--- src/rtl/fc_weight_streamer_pkg.sv ---
// ============================================================================
//  Module   : fc_weight_streamer_pkg
//  Purpose  : Shared BNN constants and FSM encoding for the fc_* blocks.
//  Revision : 1.0 - initial release
// ============================================================================
`timescale 1ns/1ps
`default_nettype none

package fc_weight_streamer_pkg;

    localparam int c_WORD_W_DEFAULT = 32;
    localparam int c_N_BITS_DEFAULT = 192;

    localparam int c_STATE_W = 2;
    localparam logic [c_STATE_W-1:0] c_ST_IDLE  = 2'd0;
    localparam logic [c_STATE_W-1:0] c_ST_FETCH = 2'd1;
    localparam logic [c_STATE_W-1:0] c_ST_SHIFT = 2'd2;
    localparam logic [c_STATE_W-1:0] c_ST_DONE  = 2'd3;

    // Counter width able to hold 0..n-1, never narrower than one bit.
    function automatic int cnt_width(input int n);
        return (n > 1) ? $clog2(n) : 1;
    endfunction

endpackage

`default_nettype wire

--- src/rtl/fc_weight_streamer_piso_shift.sv ---
// ============================================================================
//  Module   : fc_weight_streamer_piso_shift
//  Purpose  : Parallel-in serial-out register, MSB first; load wins over shift.
//  Revision : 1.0 - initial release
// ============================================================================
`timescale 1ns/1ps
`default_nettype none

module fc_weight_streamer_piso_shift #(
    parameter int WIDTH = 32
) (
    input  logic             clk,
    input  logic             rst,
    input  logic             i_load,
    input  logic             i_shift,
    input  logic [WIDTH-1:0] i_data,
    output logic             o_msb
);

    logic [WIDTH-1:0] r_sreg;

    always_ff @(posedge clk or posedge rst) begin
        if (rst) begin
            r_sreg <= '0;
        end else if (i_load) begin
            r_sreg <= i_data;
        end else if (i_shift) begin
            r_sreg <= {r_sreg[WIDTH-2:0], 1'b0};
        end
    end

    assign o_msb = r_sreg[WIDTH-1];

endmodule

`default_nettype wire

--- src/rtl/fc_weight_streamer.sv ---
// ============================================================================
//  Module   : fc_weight_streamer
//  Purpose  : Streams N_BITS packed weights into the fc_12 serial weight port.
//  Revision : 1.0 - initial release
// ============================================================================
`timescale 1ns/1ps
`default_nettype none

module fc_weight_streamer
    import fc_weight_streamer_pkg::*;
#(
    parameter int WORD_W = c_WORD_W_DEFAULT,
    parameter int N_BITS = c_N_BITS_DEFAULT
) (
    input  logic              clk,
    input  logic              rst,
    input  logic              start,
    input  logic              s_valid,
    output logic              s_ready,
    input  logic [WORD_W-1:0] s_data,
    output logic              weight,
    output logic              weight_en,
    output logic              busy,
    output logic              load_done
);

    localparam int c_WB_W = cnt_width(WORD_W);
    localparam int c_TB_W = cnt_width(N_BITS);
    localparam logic [c_WB_W-1:0] c_WB_LAST = c_WB_W'(WORD_W - 1);
    localparam logic [c_TB_W-1:0] c_TB_LAST = c_TB_W'(N_BITS - 1);

    logic [c_STATE_W-1:0] r_state;
    logic [c_WB_W-1:0]    r_word_bit;
    logic [c_TB_W-1:0]    r_total_bit;
    logic                 r_weight;
    logic                 r_weight_en;
    logic                 r_busy;
    logic                 r_load_done;

    logic w_word_last;
    logic w_total_last;
    logic w_s_ready;
    logic w_xfer;
    logic w_sr_shift;
    logic w_sr_msb;

    assign w_word_last  = (r_word_bit == c_WB_LAST);
    assign w_total_last = (r_total_bit == c_TB_LAST);

    // Ready is also raised on the last bit of a word so the next word lands with no bubble.
    assign w_s_ready  = (r_state == c_ST_FETCH) ||
                        ((r_state == c_ST_SHIFT) && w_word_last && !w_total_last);
    assign w_xfer     = s_valid && w_s_ready;
    assign w_sr_shift = (r_state == c_ST_SHIFT);

    fc_weight_streamer_piso_shift #(
        .WIDTH (WORD_W)
    ) u_piso (
        .clk     (clk),
        .rst     (rst),
        .i_load  (w_xfer),
        .i_shift (w_sr_shift),
        .i_data  (s_data),
        .o_msb   (w_sr_msb)
    );

    always_ff @(posedge clk or posedge rst) begin
        if (rst) begin
            r_state     <= c_ST_IDLE;
            r_word_bit  <= '0;
            r_total_bit <= '0;
            r_weight    <= 1'b0;
            r_weight_en <= 1'b0;
            r_busy      <= 1'b0;
            r_load_done <= 1'b0;
        end else begin
            r_load_done <= 1'b0;
            case (r_state)
                c_ST_IDLE: begin
                    r_weight_en <= 1'b0;
                    if (start) begin
                        r_state     <= c_ST_FETCH;
                        r_busy      <= 1'b1;
                        r_word_bit  <= '0;
                        r_total_bit <= '0;
                    end
                end
                c_ST_FETCH: begin
                    r_weight_en <= 1'b0;
                    if (w_xfer) begin
                        r_state    <= c_ST_SHIFT;
                        r_word_bit <= '0;
                    end
                end
                c_ST_SHIFT: begin
                    r_weight    <= w_sr_msb;
                    r_weight_en <= 1'b1;
                    if (w_total_last) begin
                        r_state <= c_ST_DONE;
                    end else begin
                        r_total_bit <= r_total_bit + c_TB_W'(1);
                        if (w_word_last) begin
                            r_word_bit <= '0;
                            if (!w_xfer) begin
                                r_state <= c_ST_FETCH;
                            end
                        end else begin
                            r_word_bit <= r_word_bit + c_WB_W'(1);
                        end
                    end
                end
                c_ST_DONE: begin
                    r_weight_en <= 1'b0;
                    r_load_done <= 1'b1;
                    r_busy      <= 1'b0;
                    r_state     <= c_ST_IDLE;
                end
                default: begin
                    r_state <= c_ST_IDLE;
                end
            endcase
        end
    end

    assign s_ready   = w_s_ready;
    assign weight    = r_weight;
    assign weight_en = r_weight_en;
    assign busy      = r_busy;
    assign load_done = r_load_done;

endmodule

`default_nettype wire

--- config.mk ---
export PLATFORM = sky130hd
export DESIGN_NAME = fc_weight_streamer
export DESIGN_NICKNAME = d
export VERILOG_FILES = /design/src/rtl/fc_weight_streamer_pkg.sv /design/src/rtl/fc_weight_streamer_piso_shift.sv /design/src/rtl/fc_weight_streamer.sv
export SDC_FILE = /design/constraint.sdc
export NUM_CORES = 1
export LEC_CHECK = 0
export BUFFER_PORTS_ARGS = -buffer_cell sky130_fd_sc_hd__buf_2
export CAP_MARGIN = 0
export CORE_MARGIN = 2
export CORE_UTILIZATION = 45
export DETAILED_ROUTE_END_ITERATION = 7
export PLACE_DENSITY_LB_ADDON = 0.2
export SYNTH_ARGS = -nofsm -noshare
export SYNTH_HDL_FRONTEND = slang
export SYNTH_SLANG_ARGS = --single-unit
export TNS_END_PERCENT = 50
--- constraint.sdc ---
create_clock -name clk -period 3.3 [get_ports clk]
set_clock_uncertainty 0.15 [all_clocks]
set_input_delay 0.165 -clock clk [delete_from_list [all_inputs] [get_ports clk]]
set_output_delay 0.165 -clock clk [all_outputs]
set_load 0.02 [all_outputs]
==> impl_metrics.py, run 1 <==
metrics = {
    "logic_synthesis": {
        "async_flop_share_pct": 100,
        "synth-compound-area-share_pct": 8.08,
        "synth_common_cells": "nand2_1, dfrtp_1, mux2_2, nor2_1",
        "synthAdderAreaFrac_pct": 1.43,
        "yosys_register_bits": 51,
        "synth_warnings": 0,
        "synth_area_leaders": "dfrtp_1, nand2_1, mux2_2",
        "synth_fp_nets": 319,
        "ys.flop_type": "dfrtp_1",
        "syn_inst": 280,
        "synth_area_sq_um": 2620,
        "synth_most_common_cell": "nand2_1",
        "syn_avg_cell_area_sq_um": 9.34,
        "synth_top_family_by_area": "simple AND/OR/NAND/NOR gates",
        "ys_seq_area_share_pct": 48.8,
        "synth_simple_gate_area_share_pct": 22.7,
        "yosysTopAreaCell": "dfrtp_1",
        "synth.distinct_cells": 42,
        "synth_top_area_share_pct": 48.8,
        "synth_xor_area_share_pct": 0.335,
        "synthMuxAreaShare_pct": 14.2,
        "synth_edf_count": 0,
    },
    "run_status": {
        "violations": "negative hold slack",
        "status": "complete, but fails checks",
    },
    "sta": {
        "fin_hold_ws_ps": -20.2,
        "hold_violations": 48,
        "worst_slew_pin_slew_ps": 1060,
        "slew_headroom_pct": 29.4,
        "fin_crit_sh_pct": 74.9,
        "setup_viol": 0,
        "tns_ps": 0,
        "drv_slew": 0,
        "period_needed_ps": 2470,
        "rsz0062_at_grt": "no",
        "max_freq_mhz": 405,
    },
    "placement": {
        "io_buffers": 40,
        "dp_hpwl_um": 3360,
        "gp_congestion": 0.759,
    },
    "critical_path": {
        "rr_worst_depth": 7,
        "worstReg2RegStart": "r_word_bit[0]$_DFFE_PP0P_",
        "rrSetupSlack_ps": 830,
        "path_max_fanout": 20,
        "critPathLaunchType": "flip-flop",
        "worst-setup-path-type": "reg2reg",
        "end_kind": "flip-flop",
        "arrival_ps": 2500,
        "r2r_end": "u_piso.r_sreg[1]$_DFFE_PP0P_",
        "crit_required_ps": 3330,
    },
    "clocking": {
        "clk_latency_ps": 300,
        "cts-htree-levels": 2,
        "cts_tree": "built",
        "cts-root-buf": "clkbuf_8",
        "cts_sinks": 51,
        "post_cts_resized": 0,
        "clkTransAtPathRegs_ps": 90,
        "clockBufferDepth": 2,
        "cts_buffers": 5,
    },
    "global_route": {
        "grt_pass1_vias": 2252,
        "antenna_found_initial": 0,
        "grt_max_degree": 52,
        "grt_usage_pct": 18.8,
        "grt_pass1_wl_um": 9660,
        "overflow": 0,
    },
    "route": {
        "vias_per_cell": 4.98,
        "wl_um": 5160,
        "vias": 2101,
        "antenna_left": 0,
        "drt_iter0_drc": 153,
        "remaining_drc_errors": 0,
        "wl_per_cell_um": 12.2,
        "firstDrtPassIters": 4,
    },
    "floorplanning": {
        "ios": 41,
        "rows": 27,
        "core_sq_um": 5570,
        "start_util_pct": 46.9,
        "die_y_um": 80.3,
        "die_x_um": 80.3,
        "die_area_sq_um": 6440,
    },
    "layout": {
        "final_util_pct": 59.0,
        "n_fill_cell": 487,
        "finalNetCount": 388,
        "areaGrowthSynthToFinish_pct": 25.7,
        "num_antenna_cells": 0,
        "drive_above_1_share_pct": 25.1,
    },
    "min_path": {
        "hold_class": "in2async",
    },
    "pwr": {
        "p_leak_nw": 1.65,
        "peakVddDrop_uv": 387,
        "power_density_nw_per_um2": 716,
    },
    "flow_run": {
        "cap_violations": 0,
    },
}
==> what timing repair did <==
item / CTS / global route
buffers inserted: 0 / 0
hold buffers: 33 / 0
hold endpoints to repair: 33 / 0
==> critical path, stage by stage (launching register included) <==
cell and delay (ps):
dfrtp_1 430, ha_1 230, and3_1 180, ha_1 280, o211ai_2 120, a21bo_2 390
buf_12 220, mux2_2 350
==> area by class of cell <==
| cell class | instances | area, sq um | area share [%] |
|---|---|---|---|
| Clock buffer | 8 | 100 | 3.04 |
| Inverter | 7 | 26.3 | 0.799 |
| Multi-Input combinational cell | 207 | 1220 | 37.2 |
| Sequential cell | 51 | 1280 | 38.8 |
| Tap cell | 72 | 90.1 | 2.74 |
| Timing Repair Buffer | 77 | 573 | 17.4 |
==> layout by cell type (no fill, tap or decap), types with 2 or more instances in the layout <==
master         count
clkbuf_8           7
ha_1               3
a21oi_1            7
nor2_1             8
dfrtp_1           51
mux2_2            30
nand4_1            3
inv_2              2
and3_1             2
mux2_1             3
nand2_1          105
o21ai_0            6
dlygate4sd3_1     33
buf_2             40
o31ai_1            3
nand3b_1           3
a31oi_1            2
nand3_1            3
inv_1              5
buf_4              3
nor3_1             5
or4_1              3
==> power breakdown <==
part           switching [mW]  total [mW]  internal, mW
Combinational           0.489       0.963         0.475
Clock                   0.195       0.387         0.192
Sequential              0.141        1.00         0.862
Total                   0.825        2.35          1.53
==> registers in the layout, summed over array words and instances (netlist names) <==
register / count
load_done: 1
r_total_bit: 8
r_word_bit: 5
r_state: 2
weight: 1
busy: 1
u_piso.r_sreg: 32
weight_en: 1
==> worst max path at each step <==
stage	from	end	slack, ps	depth (start not counted)
final	r_word_bit[0]$_DFFE_PP0P_	u_piso.r_sreg[1]$_DFFE_PP0P_	830	7
after global routing	r_word_bit[0]$_DFFE_PP0P_	u_piso.r_sreg[4]$_DFFE_PP0P_	680	7
after CTS	r_word_bit[0]$_DFFE_PP0P_	u_piso.r_sreg[5]$_DFFE_PP0P_	820	7
after detailed placement	r_word_bit[0]$_DFFE_PP0P_	u_piso.r_sreg[5]$_DFFE_PP0P_	840	7
after global placement	r_word_bit[0]$_DFFE_PP0P_	u_piso.r_sreg[6]$_DFFE_PP0P_	900	7
after floorplan	r_word_bit[0]$_DFFE_PP0P_	u_piso.r_sreg[21]$_DFFE_PP0P_	1120	8
==> stage by stage <==
stage          power [mW]  setup WS [ps]  std cells  cell area [sq um]
2_1_floorplan        1.77           1120        280               2620
3_3_place_gp         1.93            900        381               2860
3_5_place_dp         1.96            840        381               2860
4_1_cts              2.38            822        422               3290
5_1_grt              2.59            678        422               3290
6_report             2.35            828        422               3290
==> per-layer routing <==
| metal | GRT usage (%) | up-vias | routed length [um] |
|---|---|---|---|
| li1 | - | 1076 | - |
| met1 | 23.1 | 973 | 2320 |
| met2 | 33.8 | 48 | 2590 |
| met3 | 3.03 | 4 | 209 |
| met4 | 5.76 | 0 | 44 |
| met5 | 0 | - | 0 |
==> cells by family after synthesis <==
| family | after synthesis |
|---|---|
| AO/OA/AOI/OAI | 31 |
| XOR/XNOR | 1 |
| adder cells (fa/ha/maj) | 3 |
| buffers and inverters | 22 |
| flip-flops | 51 |
| multiplexers | 33 |
| AND/OR/NAND/NOR | 139 |
Note: power is estimated with default switching activity, not from simulation.
==> run 2: changes to the inputs <==
- ABC_AREA: default -> 1
- clock period: 3.3 -> 2.55 ns (I/O delays scaled with it)
==> run 2 against run 1 <==
Against the previous run: the flow now finishes without violations; final area shrank 0.76%; count of clock-buffer cells in the layout shrank 3; final cell count grew 13%; worst setup slack lost 390 ps; global-route usage shrank 0.99 points; sequential power grew 34%; utilization shrank 0.45 points; clock power grew 24%; first-iteration DRC count shrank 25%; register-to-register slack lost 390 ps.
==> impl_metrics.py, run 2 <==
metrics = {
    "sta": {
        "slew_headroom_pct": 65.4,
        "rsz0062_at_grt": "no",
        "tns_ps": 0,
        "fin_hold_ws_ps": 44.0,
        "setup_viol": 0,
        "max_freq_mhz": 475,
        "period_needed_ps": 2110,
        "fin_crit_sh_pct": 82.6,
        "drv_slew": 0,
        "hold_violations": 0,
        "worst_slew_pin_slew_ps": 518,
    },
    "layout": {
        "num_antenna_cells": 0,
        "regMostFlops": "u_piso.r_sreg",
        "n_fill_cell": 531,
        "fin_area_sq_um": 3260,
        "largest_reg_flops": 32,
        "final_cell_mix": "nand2_1, dfrtp_1, nand3_1",
        "finalNetCount": 442,
        "areaGrowthSynthToFinish_pct": 24.7,
        "multiInputGateArea_sq_um": 1050,
        "reg.largest.list": "u_piso.r_sreg: 32 flops, r_total_bit: 8 flops, r_word_bit: 5 flops",
        "final_util_pct": 58.5,
        "drive_above_1_share_pct": 17.3,
        "seq_area_sq_um": 1280,
        "final_common_cell": "nand2_1",
    },
    "critical_path": {
        "crit_required_ps": 2600,
        "end_kind": "flip-flop",
        "critPathLaunchType": "flip-flop",
        "path_max_fanout": 64,
        "arrival_ps": 2150,
        "worst-setup-path-type": "reg2reg",
    },
    "route": {
        "wl_um": 5330,
        "wl_per_cell_um": 11.2,
        "remaining_drc_errors": 0,
        "firstDrtPassIters": 4,
        "vias_per_cell": 4.73,
        "drt_iter0_drc": 114,
        "vias": 2253,
        "antenna_left": 0,
    },
    "floorplanning": {
        "ios": 41,
        "rows": 27,
        "die_area_sq_um": 6440,
        "die_y_um": 80.3,
        "core_sq_um": 5570,
        "die_x_um": 80.3,
        "start_util_pct": 47.0,
    },
    "global_route": {
        "antenna_found_initial": 0,
        "grt_max_degree": 65,
        "overflow": 0,
        "grt_usage_pct": 17.8,
        "grt_pass1_wl_um": 9190,
        "grt_pass1_vias": 2119,
    },
    "clocking": {
        "cts-root-buf": "clkbuf_8",
        "clk_latency_ps": 300,
        "cts_buffers": 5,
        "cts_tree": "built",
        "clockBufferDepth": 2,
        "clkTransAtPathRegs_ps": 100,
        "cts_setup_buffers": 0,
        "cts-htree-levels": 2,
        "post_cts_resized": 0,
        "cts_sinks": 51,
    },
    "logic_synthesis": {
        "async_flop_share_pct": 100,
        "yosysTopAreaCell": "dfrtp_1",
        "synth_top_area_share_pct": 48.8,
        "synth_edf_count": 0,
        "synth_common_cells": "nand2_1, dfrtp_1, nand3_1, inv_1, o21ai_1",
        "synth_area_sq_um": 2620,
        "synth_most_common_cell": "nand2_1",
        "synth_area_leaders": "dfrtp_1, nand2_1, nand3_1",
        "yosys_register_bits": 51,
        "syn_avg_cell_area_sq_um": 7.88,
        "synth_fp_nets": 371,
        "ys_seq_area_share_pct": 48.8,
        "ys.flop_type": "dfrtp_1",
        "synth_warnings": 0,
        "syn_inst": 332,
        "synth.distinct_cells": 29,
    },
    "pwr": {
        "p_leak_nw": 1.75,
        "power_density_nw_per_um2": 1040,
        "peakVddDrop_uv": 605,
        "p_total_mw": 3.38,
    },
    "placement": {
        "postPlaceCellArea_sq_um": 2840,
        "dp_hpwl_um": 3480,
        "io_buffers": 40,
        "gp_congestion": 0.790,
    },
    "flow_run": {
        "cap_violations": 0,
    },
    "min_path": {
        "hold_class": "in2reg",
    },
    "run_status": {
        "status": "complete, no violations",
    },
}
[run 2: cell count changes in the layout (fill, tap and decap cells not counted), sizes merged, moves of 5 or more]
cell,previous run,this run
inv,7,53
nor2,8,13
mux2,33,0
o21ai,6,36
nand3,3,52
nand2,105,99
[run 2: cell type report]
| type | instances | share of cell area, % |
|---|---|---|
| Sequential cell | 51 | 39.1 |
| Multi-Input combinational cell | 216 | 32.1 |
| Timing Repair Buffer | 77 | 17.2 |
| Inverter | 52 | 5.98 |
| Tap cell | 72 | 2.76 |
| Clock buffer | 5 | 2.11 |
| Clock inverter | 3 | 0.729 |
[run 2: critical path: stages (launching register included)]
cell,delay (ps)
dfrtp_1,410
ha_1,210
nand2_1,90
nor2_1,50
ha_1,200
inv_1,90
nor2_2,50
nand2_2,80
nand2_4,70
nand2_8,290
nand3_1,140
o21ai_1,110
inv_1,50
[run 2: metrics by stage]
stage,instances,setup WS [ps]
final,476,443
after global routing,476,238
after CTS,476,445
after detailed placement,435,474
after global placement,435,540
after floorplan,332,707
[run 2: worst paths after layout]
kind                                               startpoint                            end  slack [ps]  cells after the start
worst max-delay path                r_word_bit[0]$_DFFE_PP0P_   u_piso.r_sreg[3]$_DFFE_PP0P_         440                     12
worst min-delay path                                  s_valid         r_state[0]$_DFFE_PP0P_          40                      4
worst max register to register      r_word_bit[0]$_DFFE_PP0P_   u_piso.r_sreg[3]$_DFFE_PP0P_         440                     12
worst min register to register  u_piso.r_sreg[31]$_DFFE_PP0P_             weight$_DFFE_PP0P_         340                      2
max in group asynchronous                                 rst  u_piso.r_sreg[24]$_DFFE_PP0P_        1390                      4
min in group asynchronous                                 rst      r_word_bit[0]$_DFFE_PP0P_         240                      3
[run 2: report_power, final]
group,internal (mW),switching (mW),total (mW),leakage [nW]
sequential,1.16,0.186,1.34,0.633
combinational,0.591,0.965,1.56,1.07
clock,0.197,0.283,0.480,0.0408
[run 2: timing repair]
item	in CTS	in global routing
hold buffers	33	0
setup endpoints to repair	0	0
hold endpoints to repair	53	0
[run 2: kinds of logic after synthesis]
| group | count (synthesis) | synth area share [%] |
|---|---|---|
| simple gates | 169 | 29.6 |
| buf+inv | 65 | 11.2 |
| flops | 51 | 48.8 |
| compound gates | 42 | 8.37 |
| fa+ha+maj | 3 | 1.43 |
| xor+xnor | 2 | 0.669 |
[run 2: metal layers]
| metal | routed length, um | global-route usage, % | vias up |
|---|---|---|---|
| met5 | 0 | 0 | - |
| met4 | 38 | 4.07 | 0 |
| met3 | 185 | 3.48 | 4 |
| met2 | 2600 | 30.6 | 37 |
| met1 | 2500 | 23.3 | 1029 |
| li1 | - | - | 1183 |
